--- src/rtl/mem_ctrl_pkg.sv ---
// Shared types and constants for the memory controller.
// Holds the FSM state enum, bus widths and the default timeout.
package mem_ctrl_pkg;

    localparam int MC_ADDR_W      = 32;
    localparam int MC_DATA_W      = 32;
    localparam int MC_TIMEOUT_CYC = 64;

    typedef enum logic [1:0] {
        ST_IDLE,
        ST_FETCH,
        ST_DATA
    } mc_state_e;

    function automatic logic [MC_ADDR_W-1:0] word_addr(
        input logic [MC_ADDR_W-1:0] a
    );
        return {a[MC_ADDR_W-1:2], 2'b00};
    endfunction

endpackage

--- src/rtl/mc_fetch_buf.sv ---
// One-entry instruction buffer keyed by word address.
// Filled by every completed fetch, dropped by a store to the same word.
module mc_fetch_buf
    import mem_ctrl_pkg::*;
(
    input  logic                 clk,
    input  logic                 rst_n,
    input  logic [MC_ADDR_W-3:0] lookup_i,
    output logic                 hit_o,
    output logic [MC_DATA_W-1:0] hit_data_o,
    input  logic                 upd_i,
    input  logic [MC_ADDR_W-3:0] upd_tag_i,
    input  logic [MC_DATA_W-1:0] upd_data_i,
    input  logic                 inv_i,
    input  logic [MC_ADDR_W-3:0] inv_tag_i
);

    logic [MC_ADDR_W-3:0] tag_q;
    logic [MC_DATA_W-1:0] data_q;
    logic                 valid_q;

    always_ff @(posedge clk or negedge rst_n) begin
        if (!rst_n) begin
            tag_q   <= '0;
            data_q  <= '0;
            valid_q <= 1'b0;
        end else if (upd_i) begin
            tag_q   <= upd_tag_i;
            data_q  <= upd_data_i;
            valid_q <= 1'b1;
        end else if (inv_i && inv_tag_i == tag_q) begin
            valid_q <= 1'b0;
        end
    end

    assign hit_o      = valid_q && (lookup_i == tag_q);
    assign hit_data_o = data_q;

endmodule

--- src/rtl/mem_ctrl.sv ---
// Arbitrates CPU fetch and load/store onto one memory port with timeout.
// MEM_CTRL_FETCH_BUF_EN adds a one-entry fetch buffer (mc_fetch_buf).
module mem_ctrl
    import mem_ctrl_pkg::*;
#(
    parameter int TIMEOUT_CYC = MC_TIMEOUT_CYC
) (
    input  logic                 clk,
    input  logic                 rst_n,
    input  logic [MC_ADDR_W-1:0] instr_addr,
    output logic [MC_DATA_W-1:0] instr_data,
    output logic                 instr_valid,
    input  logic [MC_ADDR_W-1:0] data_addr,
    input  logic                 data_rd,
    input  logic                 data_wr,
    input  logic [MC_DATA_W-1:0] data_wdata,
    output logic [MC_DATA_W-1:0] data_rdata,
    output logic                 data_valid,
    output logic                 mem_req,
    output logic                 mem_we,
    output logic [MC_ADDR_W-1:0] mem_addr,
    output logic [MC_DATA_W-1:0] mem_wdata,
    input  logic                 mem_ack,
    input  logic [MC_DATA_W-1:0] mem_rdata,
    output logic                 err
);

    localparam int CntW = $clog2(TIMEOUT_CYC + 1);
    localparam logic [CntW-1:0] CntLast = CntW'(TIMEOUT_CYC - 1);

    mc_state_e            state_q;
    logic                 req_q;
    logic                 we_q;
    logic [MC_ADDR_W-1:0] addr_q;
    logic [MC_DATA_W-1:0] wdata_q;
    logic [CntW-1:0]      cnt_q;
    logic [MC_DATA_W-1:0] idata_q;
    logic                 ivalid_q;
    logic [MC_DATA_W-1:0] rdata_q;
    logic                 dvalid_q;
    logic                 err_q;

    logic data_req;
    logic fetch_ok;
    logic tmo;

    assign data_req = data_rd | data_wr;
    assign fetch_ok = word_addr(instr_addr) == addr_q;
    assign tmo      = cnt_q == CntLast;

`ifdef MEM_CTRL_FETCH_BUF_EN
    logic                 buf_hit;
    logic [MC_DATA_W-1:0] buf_data;

    mc_fetch_buf u_fetch_buf (
        .clk        (clk),
        .rst_n      (rst_n),
        .lookup_i   (instr_addr[MC_ADDR_W-1:2]),
        .hit_o      (buf_hit),
        .hit_data_o (buf_data),
        .upd_i      (state_q == ST_FETCH && mem_ack),
        .upd_tag_i  (addr_q[MC_ADDR_W-1:2]),
        .upd_data_i (mem_rdata),
        .inv_i      (state_q == ST_IDLE && data_wr),
        .inv_tag_i  (data_addr[MC_ADDR_W-1:2])
    );
`else
    wire                 buf_hit  = 1'b0;
    wire [MC_DATA_W-1:0] buf_data = '0;
`endif

    always_ff @(posedge clk or negedge rst_n) begin
        if (!rst_n) begin
            state_q  <= ST_IDLE;
            req_q    <= 1'b0;
            we_q     <= 1'b0;
            addr_q   <= '0;
            wdata_q  <= '0;
            cnt_q    <= '0;
            idata_q  <= '0;
            ivalid_q <= 1'b0;
            rdata_q  <= '0;
            dvalid_q <= 1'b0;
            err_q    <= 1'b0;
        end else begin
            ivalid_q <= 1'b0;
            dvalid_q <= 1'b0;
            unique case (state_q)
                ST_IDLE: begin
                    cnt_q <= '0;
                    if (data_req) begin
                        state_q <= ST_DATA;
                        req_q   <= 1'b1;
                        we_q    <= data_wr;
                        addr_q  <= word_addr(data_addr);
                        wdata_q <= data_wdata;
                    end else if (buf_hit) begin
                        ivalid_q <= 1'b1;
                        idata_q  <= buf_data;
                    end else begin
                        state_q <= ST_FETCH;
                        req_q   <= 1'b1;
                        we_q    <= 1'b0;
                        addr_q  <= word_addr(instr_addr);
                        wdata_q <= '0;
                    end
                end
                ST_FETCH: begin
                    // a stale fetch (PC moved on) completes silently
                    if (mem_ack) begin
                        state_q <= ST_IDLE;
                        req_q   <= 1'b0;
                        if (fetch_ok) begin
                            ivalid_q <= 1'b1;
                            idata_q  <= mem_rdata;
                        end
                    end else if (tmo) begin
                        state_q  <= ST_IDLE;
                        req_q    <= 1'b0;
                        err_q    <= 1'b1;
                        ivalid_q <= 1'b1;
                        idata_q  <= '0;
                    end else begin
                        cnt_q <= cnt_q + CntW'(1);
                    end
                end
                ST_DATA: begin
                    if (mem_ack) begin
                        state_q  <= ST_IDLE;
                        req_q    <= 1'b0;
                        dvalid_q <= 1'b1;
                        if (!we_q) rdata_q <= mem_rdata;
                    end else if (tmo) begin
                        state_q  <= ST_IDLE;
                        req_q    <= 1'b0;
                        err_q    <= 1'b1;
                        dvalid_q <= 1'b1;
                        if (!we_q) rdata_q <= '0;
                    end else begin
                        cnt_q <= cnt_q + CntW'(1);
                    end
                end
                default: state_q <= ST_IDLE;
            endcase
        end
    end

    assign instr_data  = idata_q;
    assign instr_valid = ivalid_q;
    assign data_rdata  = rdata_q;
    assign data_valid  = dvalid_q;
    assign mem_req     = req_q;
    assign mem_we      = we_q;
    assign mem_addr    = addr_q;
    assign mem_wdata   = wdata_q;
    assign err         = err_q;

endmodule

--- config.mk ---
export PLATFORM = sky130hd
export DESIGN_NAME = mem_ctrl
export DESIGN_NICKNAME = d
export VERILOG_FILES = /design/src/rtl/mem_ctrl_pkg.sv /design/src/rtl/mc_fetch_buf.sv /design/src/rtl/mem_ctrl.sv
export SDC_FILE = /design/constraint.sdc
export NUM_CORES = 1
export LEC_CHECK = 0
export ABC_AREA = 1
export CAP_MARGIN = 15
export CELL_PAD_IN_SITES_DETAIL_PLACEMENT = 0
export CELL_PAD_IN_SITES_GLOBAL_PLACEMENT = 2
export CORE_MARGIN = 2
export CORE_UTILIZATION = 25
export DETAILED_ROUTE_END_ITERATION = 10
export PLACE_DENSITY = 0.92
export SLEW_MARGIN = 20
export SYNTH_ARGS = -nofsm -noshare
export SYNTH_HDL_FRONTEND = slang
export SYNTH_SLANG_ARGS = --single-unit
--- constraint.sdc ---
create_clock -name clk -period 3.25 [get_ports clk]
set_input_delay 0.65 -clock clk [delete_from_list [all_inputs] [get_ports clk]]
set_output_delay 0.65 -clock clk [all_outputs]
set_load 0.005 [all_outputs]
==> metrics.yaml <==
status:
  status: "complete, no violations"
clock_network:
  cts_resized: 0
  insertion_delay_ps: 420
  clockBufferDepth: 2
  root_buffer: "clkbuf_16"
  cts_setup_buffers: 0
  htreeDepth: 4
  cts_hold_buffers: 0
  cts_tree: "built"
  cts_sinks: 140
  cts_buffers: 17
  clk_pin_slew_ps: 60
layout:
  final_common_cell: "nand2_1"
  drive_gt1_share_pct: 8.98
  final_net_count: 1116
  mostFrequentLayoutCells: "nand2_1 (275), clkdlybuf4s50_1 (257), dfrtp_1 (140)"
  area_delta_synth_final_pct: 52.0
  diodes: 0
yosys:
  yosys_register_bits: 140
  synth.cell_area_um2: 6650
  seq_area_frac_synth_pct: 52.7
  postSynthCellCount: 728
  synth_top_area_cell: "dfrtp_1"
  yosys_warnings: 0
  synth_area_leaders: "dfrtp_1 (53%), nand2_1 (16%), a22o_1 (4.2%), o21ai_2 (4.2%), nand4_1 (3.0%)"
  synthDominantCellAreaShare_pct: 52.7
  avgSynthCellArea_um2: 9.13
  synth.distinct_cells: 29
route:
  wl_um: 20400
  drc: 0
  viasPerCell: 4.37
  ant_nets: 0
  wire_per_inst_um: 15.4
  drt_iter0_drc: 440
  drtPass1Iterations: 4
  vias: 5792
worst_hold_path:
  hold_class: "primary input to asynchronous set/reset pin"
critical_path:
  worstPathRequired_ps: 3540
  critPathLaunch: "instr_addr[14]"
  cp_slowest_cell: "clkdlybuf4s50_1"
  crit_arrival_ps: 2510
  crit_fanout: 33
  path_delay_family: "simple AND/OR/NAND/NOR gates"
  crit_chain: "clkdlybuf4s50_1 > xnor2_1 > nand2_1 > nor2_1 > nand2_1 > nor2_1 > nand2_1 > nand2_1 > nand2_4 > nand2_1 > nand2_1"
  setup.worst_path.class: "primary input to flip-flop"
  critPathMaxStageDelay_ps: 480
  rr_startpoint: "mem_addr[14]$_DFFE_PN0P_"
  crit_top_cell: "nand2_1"
  crit_path_end_kind: "flip-flop"
  path_buf_inv: 1
  critPathLaunchType: "primary input"
placed_design:
  place_congestion: 0.760
  portBuffers: 259
  dpl.hpwl_um: 14300
grt:
  grt.overflow.total: 0
  grt_max_degree: 66
  antenna_found_initial: 0
  grt_pass1_vias: 6030
  grt_use_total_pct: 14.8
  grt_pass1_wl_um: 33000
sta:
  fmax_mhz: 451
  setup_viol: 0
  finalHoldViolations: 0
  finalClockSkew_ps: 14.9
  fin_crit_sh_pct: 68.3
  timing.final.max_slew_violations: 0
  tns_ps: 0
  period_minus_slack_ps: 2220
  tightestPinTransition_ps: 649
  rsz0062_at_grt: "no"
  slew_headroom_pct: 56.7
  holdWs_ps: 216
die:
  die_width_um: 167
  io_pins: 266
  die_height_um: 167
  placementRows: 59
  dieArea_um2: 27900
  start_util_pct: 25.5
  coreArea_um2: 26100
pwr:
  vdd_drop_max_mv: 0.325
  seq_power_share_pct: 33.9
  switching_power_w: 0.00278
  power_frac_clock_pct: 25.3
  internal-power_w: 0.00536
  p_per_area_nw_per_um2: 805
  leakagePower_nw: 4.67
  p_comb_share_pct: 40.8
  p_sw_share_pct: 34.1
run:
  cap_viol_max_count: 0
## synthesized netlist by cell type
master / number
a21o_1: 1
a21oi_1: 4
a22o_1: 32
buf_1: 4
buf_2: 10
buf_4: 3
buf_6: 15
clkbuf_1: 7
conb_1: 1
dfrtp_1: 140
ha_1: 5
inv_1: 48
inv_2: 2
nand2_1: 275
nand2_2: 2
nand2_4: 3
nand3_1: 22
nand4_1: 32
nor2_1: 30
nor2_2: 2
nor2_4: 2
nor2_8: 3
nor3_1: 3
o211ai_1: 1
o21ai_0: 7
o21ai_2: 32
o221ai_1: 14
xnor2_1: 12
xor2_1: 16
## cells by family (layout without fill, tap and decap cells)
logic type	after synthesis	after routing	share of synthesized area, %
simple gates	374	374	24.2
xor+xnor	28	28	3.69
other cells	1	2	0.0564
buf+inv	89	351	7.07
compound gates	91	91	11.3
fa+ha+maj	5	5	0.941
flops	140	140	52.7
## final timing paths
check                      slack (ps)  cells past startpoint                    endpoint
setup / recovery                 1030                     11  instr_data[19]$_DFFE_PN0P_
hold / removal                    220                      1  data_rdata[31]$_DFFE_PN0P_
setup reg to reg                 1340                     10  instr_data[19]$_DFFE_PN0P_
hold reg to reg                   460                      1             err$_DFFE_PN0P_
max in group asynchronous        2260                      2  instr_data[19]$_DFFE_PN0P_
min in group clk                  460                      1             err$_DFFE_PN0P_
## area by class of cell
| class | instances | area (µm²) |
|---|---|---|
| flip-flops and latches | 140 | 3500 |
| well taps | 335 | 419 |
| fillers | 2672 | 16000 |
| repair buffers | 269 | 2700 |
| clock buffers | 18 | 429 |
| clock inverters | 14 | 183 |
| inverters | 50 | 188 |
| multi-input cells | 500 | 2690 |
## power groups by stage
stage	Clock [W]	Combinational [W]	Sequential, W
final	0.00206	0.00332	0.00276
after global routing	0.00221	0.00368	0.00285
after CTS	0.00213	0.00339	0.00277
after detailed placement	0	0.00338	0.00278
after global placement	0	0.00335	0.00277
after floorplan	0	0.00156	0.00279
## flip-flops by register name (all words and copies together) (netlist names), 2 cells and up
name and cells:
cnt_q 7, data_rdata 32, instr_data 32, mem_addr 30, mem_wdata 32, state_q 2
## stage by stage
step                      setup WS (ps)  instances  total power, W  instance area, µm²  util (%)
after global placement              557       1294         0.00612                9500      36.4
after floorplan                    1620        729         0.00434                6650         -
after CTS                          1010       1326         0.00828               10100      38.8
after detailed placement            573       1294         0.00616                9500      36.4
final                              1030       1326         0.00814               10100      38.8
after global routing                871       1326         0.00874               10100      38.8
## per-layer routing
metal | GRT usage (%) | wire length, µm
met5 | 0 | 0
met4 | 3.56 | 136
met3 | 5.11 | 1790
met2 | 23.0 | 9080
met1 | 20.0 | 9380
## worst reg2reg max path, cell delays in order, from the launching register on
cell     delay [ps]
dfrtp_1         440
xnor2_1         290
nand2_1         130
nor2_1          110
nand2_1          50
nor2_1           90
nand2_1         100
nand2_1         110
nand2_4         240
nand2_1         180
nand2_1          60
(Power assumes the default switching activity.)
==> patch 1: new RTL, same settings <==
`MC_ADDR_W`: 32 -> 28.
--- a/src/rtl/mem_ctrl_pkg.sv
+++ b/src/rtl/mem_ctrl_pkg.sv
@@ -2,7 +2,7 @@
 // Holds the FSM state enum, bus widths and the default timeout.
 package mem_ctrl_pkg;
 
-    localparam int MC_ADDR_W      = 32;
+    localparam int MC_ADDR_W      = 28;
     localparam int MC_DATA_W      = 32;
     localparam int MC_TIMEOUT_CYC = 64;
 
Interface: changed (resized data_addr, instr_addr and mem_addr); port bits go from 266 to 254. The function was not compared with the original's and may differ.
==> patch 1 against the unedited design <==
Final cell count fell by 4.0%; critical path depth fell by 1; setup slack got worse by 45 ps; design area fell by 3.7%; critical endpoint is now data_rdata[1]$_DFFE_PN0P_; via count fell by 2.3%; sequential cell count fell by 4; wire length rose by 0.17%; synthesized area fell by 3.8%; total power fell by 2.1%.
==> patch 1: results (changes against the unedited design) <==
[status]
run_status=finished clean

[global_routing]
grt_start_max_net_pins=66  ; unchanged
grt_usage_pct=15.1  ; +0.29 points
grt_pass1_vias=5537  ; -8.2%
grt_pass1_wl_um=31300  ; -5.3%
antenna_found_initial=1  ; +1

[clock_tree]
hold_buffers=0  ; unchanged
clk_pin_slew_worst_paths_ps=60  ; about the same
h-tree-depth=4  ; unchanged
numCtsBuffers=17  ; unchanged
ctsResizeCount=0  ; unchanged
cts_setup_buffers=0  ; unchanged
clockBufferDepth=2  ; unchanged
clock_latency_ps=420  ; about the same
root_buffer=clkbuf_16

[detailed_routing]
via_per_inst=4.45  ; +1.8%
drt-met1-wl_um=8910  ; -5.0%
wl_met3_um=2010  ; +12%
wire_per_inst_um=16.0  ; +4.3%
dr.pass1.iters=6  ; +2
routed.top_layer=met4
dr_wl_met2_um=9180  ; +1.1%
dr.first_iter.drc_count=385  ; -13%

[synthesis]
synth-edff-count=0  ; unchanged
synth_common_cells=nand2_1, dfrtp_1, inv_1
syn_area_um2=6400  ; -3.8%
netlist-cell-type-count=31  ; +6.9%
synth_area_leaders=dfrtp_1, nand2_1, a22o_1, o21ai_2, inv_1
ys_async_sr_fraction_pct=100  ; unchanged
yosysWarnings=0  ; unchanged
yosys_most_used_dff=dfrtp_1
ys_seq_area_share_pct=53.2  ; +0.50 points

[worst_setup_path]
cp.arrival_ps=2590  ; +80 ps
cp-start-kind=flop
path_max_fanout=64  ; +94%
r2r-start=cnt_q[0]$_DFFE_PN0P_

[final_layout]
n_fill_cell=2523  ; -5.6%
diodes=0  ; unchanged
num-nets-final=1061  ; -4.9%
drive_gt1_share_pct=11.1  ; +2.2 points

[power_and_ir_drop]
p_leak_nw=4.50  ; -3.5%
irDropWorstVdd_uv=426  ; +31%

[placement]
io_buffers=247  ; -4.6%
gp_congestion=0.768  ; +1.0%
dp_slack_ps=539  ; -33.7 ps
place_hpwl_um=14300  ; -0.10%

[timing]
maxSlewHeadroom_pct=33.4  ; -23 points
worst_clock_skew_ps=15.5  ; +0.657 ps

[min_path]
min_path_type=input pin to asynchronous set/reset pin

==> patch 1: cell count changes after synthesis, moves of 7 or more <==
cell and delta:
nand2_2 +18, clkbuf_1 +7, inv_1 +11, nand2_1 -44, xor2_1 -13
==> patch 1: per-stage QoR <==
stage          area [µm²]  cells
2_1_floorplan        6400    693
3_3_place_gp         9140   1242
3_5_place_dp         9140   1242
4_1_cts              9740   1273
5_1_grt              9740   1273
6_report             9740   1273
==> patch 1: worst paths after layout <==
path                            slack (ps)  depth (start not counted)                         end
worst max register to register         990                         10   data_rdata[1]$_DFFE_PN0P_
min in group clk                       470                          2  instr_data[16]$_DFFE_PN0P_
worst min-delay path                   120                          1  data_rdata[17]$_DFFE_PN0P_
worst max-delay path                   990                         10   data_rdata[1]$_DFFE_PN0P_
max in group asynchronous             2400                          2   mem_wdata[29]$_DFFE_PN0P_
worst min register to register         470                          2  instr_data[16]$_DFFE_PN0P_
==> patch 1: worst max-delay path, cell delays in order (launching register included) <==
cell	delay, ps
dfrtp_1	380
ha_1	210
nand2_1	110
inv_1	90
nand3_4	100
nor2_8	50
nor2_8	170
nor2_8	50
nand2_4	690
nand2_1	150
o21ai_2	90
==> patch 1: layer usage <==
metal	global-route usage, %	vias to the layer above
met5	0	-
met4	4.11	0
met3	6.41	15
met2	23.4	230
met1	19.4	2664
li1	-	2752
==> patch 1: area by class of cell <==
type                    instances  area [µm²]  area share (%)
inverters                      60         225            2.31
multi-input cells             459        2520            25.9
well taps                     330         413            4.24
clock inverters                13         173            1.77
flip-flops and latches        136        3400            35.0
repair buffers                257        2570            26.4
clock buffers                  18         429            4.41
==> patch 1: power by group <==
part,internal (mW),switching [mW]
sequential,2.28,0.395
combinational,1.74,1.53
clock,1.22,0.808
total,5.24,2.73
==> patch 1: cells by family (layout without fill, tap and decap cells) <==
family	after synthesis	count (layout)	share of synthesized area (%)
other cells	1	2	0.0586
compound gates	100	100	12.9
fa+ha+maj	5	5	0.978
buf+inv	98	348	7.55
simple gates	343	343	24.1
xor+xnor	9	9	1.23
flops	136	136	53.2
==> patch 2: new RTL, same settings <==
Made on the original files. Put one more register stage on the output `err`, cleared by the reset. The value now appears one clock later. The other outputs are not delayed to match.
--- a/src/rtl/mem_ctrl.sv
+++ b/src/rtl/mem_ctrl.sv
@@ -153,7 +153,13 @@
     assign mem_we      = we_q;
     assign mem_addr    = addr_q;
     assign mem_wdata   = wdata_q;
-    assign err         = err_q;
+    always_ff @(posedge clk or negedge rst_n) begin
+        if (!rst_n) begin
+            err <= '0;
+        end else begin
+            err <= err_q;
+        end
+    end
 
 endmodule
 
Function: same outputs for any inputs over 4 cycles, from zero or initial values and one cycle with rst_n low; that may be too few to reach the edited logic, so the function may still have changed.
==> patch 2 against the unedited design <==
Sequential power grew 2%; synthesized area fell by 0.28%; synthesized cell count decreased by 0.69%; hold slack worse by 9.7 ps; sequential cell count up 1; wire length up 2.5%; setup slack better by 63 ps; final cell count down 0.30%; design area is 0.67% lower; total power decreased by 0.46%; combinational power grew 1%; fmax rose by 2.9%; critical path depth fell by 1; highest routed layer unchanged.
==> patch 2: results (changes against the unedited design) <==
[status]
run_status=finished clean

[synthesis]
synth_common_cells=nand2_1, dfrtp_1, inv_1
netlist-cell-type-count=32  ; +10%
synthAdderAreaFrac_pct=0.943  ; +0.0027 points
synth_area_leaders=dfrtp_1, nand2_1, a22o_1, o21ai_2, nand4_1

[worst_setup_path]
critPathMaxStageDelay_ps=510  ; +30 ps
r2r-start=cnt_q[0]$_DFFE_PN0P_
path_max_fanout=32  ; -3.0%
cpLargestDelayFamily=buffers and inverters
crit_start=instr_addr[11]
crit_end=instr_data[30]$_DFFE_PN0P_

[timing]
worst_clock_skew_ps=12.2  ; -2.70 ps
maxSlewHeadroom_pct=42.4  ; -14 points

[power_and_ir_drop]
p_leak_nw=4.59  ; -1.6%
irDropWorstVdd_uv=384  ; +18%

[placement]
dp_slack_ps=603  ; +29.7 ps
gp_congestion=0.732  ; -3.8%
place_hpwl_um=14700  ; +2.6%

[detailed_routing]
dr_wl_met2_um=9290  ; +2.4%
via_per_inst=4.42  ; +1.2%
wl_met3_um=1830  ; +2.1%

[final_layout]
drive_gt1_share_pct=10.3  ; +1.4 points
seq_area_share_pct=35.1  ; +0.48 points
clock_area_share_pct=5.76  ; -0.30 points
n_fill_cell=2651  ; -0.79%

[global_routing]
grt_usage_pct=15.1  ; +0.24 points
antenna_found_initial=1  ; +1

[patch 2: cell types whose count changed in the layout (fill, tap and decap cells not counted), moves of 6 or more]
| cell | delta |
|---|---|
| inv_2 | +6 |
| inv_1 | -8 |
| nand2_1 | -9 |
| nand2_2 | +8 |
[patch 2: through the flow]
stage / util, % / cells / hold slack [ps] / power (mW) / instance area (µm²)
after detailed placement: 36.3 / 1289 / 366 / 6.25 / 9460
after global placement: 36.3 / 1289 / 363 / 6.19 / 9460
after floorplan: - / 724 / 348 / 4.40 / 6640
final: 38.5 / 1322 / 206 / 8.10 / 10000
after global routing: 38.5 / 1322 / 222 / 8.68 / 10000
after CTS: 38.5 / 1321 / 208 / 8.26 / 10000
[patch 2: power by group through the flow]
stage / registers (mW) / clock network, mW / logic, mW
floorplan: 2.83 / 0 / 1.56
global placement: 2.82 / 0 / 3.37
detailed placement: 2.84 / 0 / 3.41
CTS: 2.82 / 2.01 / 3.42
global route: 2.90 / 2.07 / 3.71
finish: 2.82 / 1.93 / 3.36
[patch 2: routing by layer]
metal,up-vias,GRT usage [%]
met5,-,0
met4,0,5.43
met3,15,5.30
met2,227,23.3
met1,2741,19.5
li1,2861,-
[patch 2: cells by family (layout without fill, tap and decap cells)]
logic type / Yosys count / after routing
AND/OR/NAND/NOR: 367 / 367
flip-flops: 141 / 141
AO/OA/AOI/OAI: 95 / 95
buffers and inverters: 87 / 349
XOR/XNOR: 27 / 27
adder cells (fa/ha/maj): 5 / 5
other: 1 / 3
